## src/rtl/clk_activity_monitor.sv

```systemverilog
// clk_activity_monitor: counts rising edges of an asynchronous clock I over WIN CLK cycles, flags slow/fast/stuck
// Ports: CLK reference clock, RST sync active-high reset, EN enable, I monitored clock,
//        CNT last window count, VALID update pulse, FAIL_LO/FAIL_HI range flags, STUCK no-edge flag
module clk_activity_monitor #(
    parameter int WIN       = 256,
    parameter int CNT_W     = 8,
    parameter int MIN_CNT   = 16,
    parameter int MAX_CNT   = 48,
    parameter int STUCK_LIM = 64
) (
    input  logic             CLK,
    input  logic             RST,
    input  logic             EN,
    input  logic             I,
    output logic [CNT_W-1:0] CNT,
    output logic             VALID,
    output logic             FAIL_LO,
    output logic             FAIL_HI,
    output logic             STUCK
);
    localparam int WW = $clog2(WIN);
    localparam int IW = $clog2(STUCK_LIM + 1);
    localparam logic [WW-1:0]    WIN_LAST = WW'(WIN - 1);
    localparam logic [IW-1:0]    LIM      = IW'(STUCK_LIM);
    localparam logic [CNT_W-1:0] MIN_V    = CNT_W'(MIN_CNT);
    localparam logic [CNT_W-1:0] MAX_V    = CNT_W'(MAX_CNT);

    if (WIN < 4 || MIN_CNT > MAX_CNT || MAX_CNT >= (1 << CNT_W)) begin : g_param_check
        $error("clk_activity_monitor: invalid parameters");
    end

    typedef enum logic [1:0] {IDLE, FLUSH, MEASURE, REPORT} state_t;

    state_t           state;
    logic             s1, s2, s3, fl, rise;
    logic [WW-1:0]    win_cnt;
    logic [CNT_W-1:0] edge_cnt, cnt_nxt;
    logic [IW-1:0]    idle_cnt;

    always_comb begin
        rise    = s2 & ~s3;
        cnt_nxt = &edge_cnt ? edge_cnt : edge_cnt + CNT_W'(rise);
    end

    always_ff @(posedge CLK) begin
        if (RST) begin
            state    <= IDLE;
            s1       <= 1'b0;
            s2       <= 1'b0;
            s3       <= 1'b0;
            fl       <= 1'b0;
            win_cnt  <= '0;
            edge_cnt <= '0;
            idle_cnt <= '0;
            CNT      <= '0;
            VALID    <= 1'b0;
            FAIL_LO  <= 1'b0;
            FAIL_HI  <= 1'b0;
            STUCK    <= 1'b0;
        end else begin
            s1    <= I;
            s2    <= s1;
            s3    <= s2;
            VALID <= 1'b0;
            // idle counting runs only while staying active; leaving to IDLE clears STUCK
            if (state != IDLE && EN) begin
                idle_cnt <= rise ? '0 : (idle_cnt == LIM ? LIM : idle_cnt + IW'(1));
                STUCK    <= !rise && idle_cnt == LIM;
            end else begin
                idle_cnt <= '0;
                STUCK    <= 1'b0;
            end
            case (state)
                IDLE: begin
                    edge_cnt <= '0;
                    win_cnt  <= '0;
                    fl       <= 1'b0;
                    if (EN) state <= FLUSH;
                end
                FLUSH: begin
                    edge_cnt <= '0;
                    win_cnt  <= '0;
                    fl       <= 1'b1;
                    if (!EN) state <= IDLE;
                    else if (fl) state <= MEASURE;
                end
                MEASURE: begin
                    if (!EN) begin
                        state    <= IDLE;
                        edge_cnt <= '0;
                    end else begin
                        edge_cnt <= cnt_nxt;
                        win_cnt  <= win_cnt + WW'(1);
                        if (win_cnt == WIN_LAST) begin
                            state   <= REPORT;
                            VALID   <= 1'b1;
                            CNT     <= cnt_nxt;
                            FAIL_LO <= cnt_nxt < MIN_V;
                            FAIL_HI <= cnt_nxt > MAX_V;
                        end
                    end
                end
                REPORT: begin
                    // an edge seen here opens the next window so none are lost
                    edge_cnt <= CNT_W'(rise);
                    win_cnt  <= '0;
                    state    <= EN ? MEASURE : IDLE;
                end
                default: state <= IDLE;
            endcase
        end
    end
endmodule

```

## config.mk

```make
export PLATFORM = sky130hd
export DESIGN_NAME = clk_activity_monitor
export DESIGN_NICKNAME = d
export VERILOG_FILES = /design/src/rtl/clk_activity_monitor.sv
export SDC_FILE = /design/constraint.sdc
export NUM_CORES = 1
export LEC_CHECK = 0
export ABC_AREA = 1
export BUFFER_PORTS_ARGS = -buffer_cell sky130_fd_sc_hd__buf_4
export CAP_MARGIN = 5
export CORE_MARGIN = 2
export CORE_UTILIZATION = 58
export DETAILED_ROUTE_END_ITERATION = 7
export HOLD_SLACK_MARGIN = 0.02
export PLACE_DENSITY = 0.83
export SYNTH_ARGS = -nofsm -noshare
export SYNTH_HDL_FRONTEND = slang
export SYNTH_SLANG_ARGS = --single-unit
```

## constraint.sdc

```tcl
create_clock -name CLK -period 2.05 [get_ports CLK]
set_input_delay 0.1025 -clock CLK [delete_from_list [all_inputs] [get_ports CLK]]
set_output_delay 0.1025 -clock CLK [all_outputs]
set_load 0.01 [all_outputs]
```

==> results by group <==
Status
  • Outcome: completed

Routing
  • Initial DRC count: 72
  • Vias: 1576
  • Count of nets left with antenna violations after detail routing: 0
  • 1st-pass router iterations: 4
  • DRC violation count after routing: 0
  • Average detailed-routed wire length per instance: around 11 µm
  • Routed vias/inst: a little over 5
  • Final Routed Wirelength: 3440 µm

STA
  • Post-route fraction of the period consumed by the critical path: 0.863
  • Final max-slew violation count: 0
  • Minimum setup slack in the final design: about 0.28 ns
  • Relative max-transition margin: 0.781
  • Sum of negative setup slack: 0 ns
  • Post-Route Skew: between 0.01 and 0.015 ns
  • Fin. Hold Viols: 0
  • Worst-margin pin slew: 0.327 ns
  • Setup repair after global routing missed its margin: false
  • Highest clock frequency the design can meet: 0.565 GHz
  • Final setup violation count: 0
  • Final min period: roughly 1.8 ns

Floorplanning
  • Height of the die: 60.6 µm
  • Core Box Area: a little over 0.003 mm²
  • I/O pins: 16
  • Horizontal die dimension: 60.6 µm
  • Total Die Area: ~0.0037 mm²
  • Effective utilization at floorplan: 0.608
  • Standard-cell rows: 20

Critical path
  • Slowest cell on the critical path: sky130_fd_sc_hd__dfxtp_1
  • Max FO, Critical Path: 3
  • Maximum single-stage delay on the critical path: 0.32 ns
  • Most used cell along the critical path: sky130_fd_sc_hd__nor2_1
  • Category of the worst setup path launch point: register
  • Number of buffers and inverters on the critical path: 1
  • Family with the most delay on the worst path: simple AND/OR/NAND/NOR gates
  • Worst setup path category: register to register
  • Critical path cell sequence: inv_1 -> nor2_1 -> ha_1 -> ha_1 -> nand3_1 -> o21ai_1 -> nand3_1 -> nor2_2 -> nand2_1 -> nor2_1 -> nor2_1
  • Kind of end point of the critical path: register
  • Worst endpoint data arrival time: about 2.0 ns
  • Crit path required time: between 2 and 2.5 ns

Synthesis
  • Ys flop type: sky130_fd_sc_hd__dfxtp_1
  • Fraction of post-synthesis cell area in the top cell type by area: 0.442
  • Top-count cell post-synth: sky130_fd_sc_hd__nor2_1
  • Synth warnings: 0
  • Yosys reg bits: 41
  • Synth async-reset ratio: 0
  • EDFF count, synth: 0
  • Largest area contributor in the netlist: sky130_fd_sc_hd__dfxtp_1
  • Net count of the mapped netlist: 256
  • Mapped Cells: 247
  • Cell variety after synth: 37
  • Most frequent cells after synthesis: 43 x sky130_fd_sc_hd__nor2_1, 41 x sky130_fd_sc_hd__dfxtp_1, 41 x sky130_fd_sc_hd__nand2_1
  • Syn Std Cell Area: 0.00186 mm²
  • Area contributors post-synth: sky130_fd_sc_hd__dfxtp_1 44%, sky130_fd_sc_hd__nor2_1 8.7%, sky130_fd_sc_hd__nand2_1 8.3%, sky130_fd_sc_hd__inv_1 7.5%, sky130_fd_sc_hd__nand3_1 5.4%
  • Proportion of synthesized chip area in sequential cells: 0.442
  • Synth Area per Inst: ~7.5 µm²

Clock tree
  • CTS clk-pin slew, worst paths: 0.12 ns
  • Clock root cell: sky130_fd_sc_hd__clkbuf_4
  • Clock sink count: between 40 and 50
  • Deepest clock path buffer count: 2
  • CTS tree: done
  • CTS buffer count: 5
  • Clock insertion delay at the later pin of the skew report: 0.36 ns
  • Total setup buffers inserted after CTS: 0
  • H-tree Lvls: 2

GRT
  • Total track usage: 0.223
  • Number of antenna violations at the first check in global routing: 0
  • Maximum number of pins on one net before global-route repair: 14
  • First-pass GRT wire length: 6030 µm
  • Gr ovfl total: 0
  • Via count of the first global-routing pass: 1453

Pwr
  • Total power density per cell area: between 600 and 700 mW/mm²
  • Overall power of the completed layout: between 1 and 1.5 mW
  • Leak pwr: 0.850 nW
  • Peak supply drop: 0.415 mV

Worst hold path
  • Worst hold path type: input port to register

Placed design
  • Count of input and output buffers: 15
  • Minimum setup slack after placement: about 0.22 ns
  • Global placement routability congestion: 0.874
  • Detailed placer's ending HPWL: 2470 µm

Finish
  • Layout cell share with drive strength beyond 1: 0.138
  • FILL cells: 256
  • Final nets: 277
  • Antenna fix cells: 0
  • Layout overhead on the synthesized area: 13.3%

Run
  • Max-cap viol count: 0
-- layer usage --
metal	track usage	up-vias	wire length (µm)	share of wire
li1	-	829	-	-
met1	0.303	711	1680	0.49
met2	0.333	31	1560	0.45
met3	0.0490	5	164	0.048
met5	0	-	0	0
met4	0.115	0	44	0.013
-- timing repair --
item,CTS,global route
endpoints found under the setup margin,0,1
resized for setup,0,2
hold buffers,3,0
hold endpoints to repair,12,0
-- state kept, by name, summed over array words and instances, names as in the netlist --
name,flops
CNT,8
FAIL_HI,1
FAIL_LO,1
STUCK,1
VALID,1
edge_cnt,8
fl,1
idle_cnt,7
s1,1
s2,1
s3,1
state,2
win_cnt,8
-- power by group --
group | leakage (nW) | switching [mW] | internal, mW | total, mW
combinational | 0.474 | 0.0318 | 0.0192 | 0.0510
clock | 0.0455 | 0.259 | 0.291 | 0.550
sequential | 0.331 | 0.00576 | 0.804 | 0.810
total | 0.850 | 0.296 | 1.11 | 1.41
-- per-stage QoR --
| stage | instances | util | area (µm²) | hold WS (ns) |
|---|---|---|---|---|
| finish | 313 | 0.689 | 2100 | 0.0592 |
| global route | 313 | 0.689 | 2100 | 0.0480 |
| CTS | 313 | 0.689 | 2100 | 0.0475 |
| detailed placement | 302 | 0.651 | 1990 | 0.311 |
| global placement | 302 | 0.651 | 1990 | 0.305 |
| floorplan | 247 | - | 1860 | 0.181 |
-- cell families (layout without fill, tap and decap cells) --
logic type                 after synthesis  count (layout)  share of synthesized area
AOI/OAI and AO/OA                       36              36                      0.120
xor gates and xnor gates                 4               4                     0.0189
adders and majority gates                5               5                     0.0337
buffers and inverters                   44              66                      0.104
DFF                                     41              41                      0.442
and+or+nand+nor                        117             117                      0.282
-- worst reg2reg max path, stage by stage (launching register included) --
cell	delay (ns)
sky130_fd_sc_hd__dfxtp_1	0.32
sky130_fd_sc_hd__inv_1	0.04
sky130_fd_sc_hd__nor2_1	0.17
sky130_fd_sc_hd__ha_1	0.21
sky130_fd_sc_hd__ha_1	0.20
sky130_fd_sc_hd__nand3_1	0.13
sky130_fd_sc_hd__o21ai_1	0.18
sky130_fd_sc_hd__nand3_1	0.12
sky130_fd_sc_hd__nor2_2	0.12
sky130_fd_sc_hd__nand2_1	0.06
sky130_fd_sc_hd__nor2_1	0.10
sky130_fd_sc_hd__nor2_1	0.04
-- final cells by class --
class	count	area (µm²)	area share
timing repair buffer	19	150	0.0713
sequential	41	821	0.390
clock buffer	7	55.1	0.0262
clock inverter	1	30.0	0.0143
inverter	39	148	0.0702
multi-input combinational	162	846	0.402
tap	44	55.1	0.0262
-- placed cells by master (no fill, tap or decap), types with 2 or more instances in the layout --
cell type	instances
sky130_fd_sc_hd__a31oi_1	2
sky130_fd_sc_hd__buf_4	16
sky130_fd_sc_hd__o21ai_0	7
sky130_fd_sc_hd__nand2_1	41
sky130_fd_sc_hd__nand3_1	20
sky130_fd_sc_hd__nor2_2	2
sky130_fd_sc_hd__nor3_1	2
sky130_fd_sc_hd__xor2_1	2
sky130_fd_sc_hd__inv_1	37
sky130_fd_sc_hd__o21ai_2	3
sky130_fd_sc_hd__a221oi_1	2
sky130_fd_sc_hd__a21oi_2	2
sky130_fd_sc_hd__clkbuf_4	5
sky130_fd_sc_hd__nor3b_1	2
sky130_fd_sc_hd__xnor2_1	2
sky130_fd_sc_hd__o21ai_1	3
sky130_fd_sc_hd__ha_1	5
sky130_fd_sc_hd__nor2_1	42
sky130_fd_sc_hd__nand4_1	2
sky130_fd_sc_hd__dfxtp_1	41
sky130_fd_sc_hd__a21oi_1	12
sky130_fd_sc_hd__dlygate4sd3_1	3
-- worst paths after layout --
check,to,slack (ns),start,cells past startpoint
worst min register to register,s2,0.42,s1,2
worst max-delay path,FAIL_HI,0.28,s2,11
worst min-delay path,state[1],0.06,EN,3
worst max register to register,FAIL_HI,0.28,s2,11
Note: power is estimated with default switching activity, not from simulation.
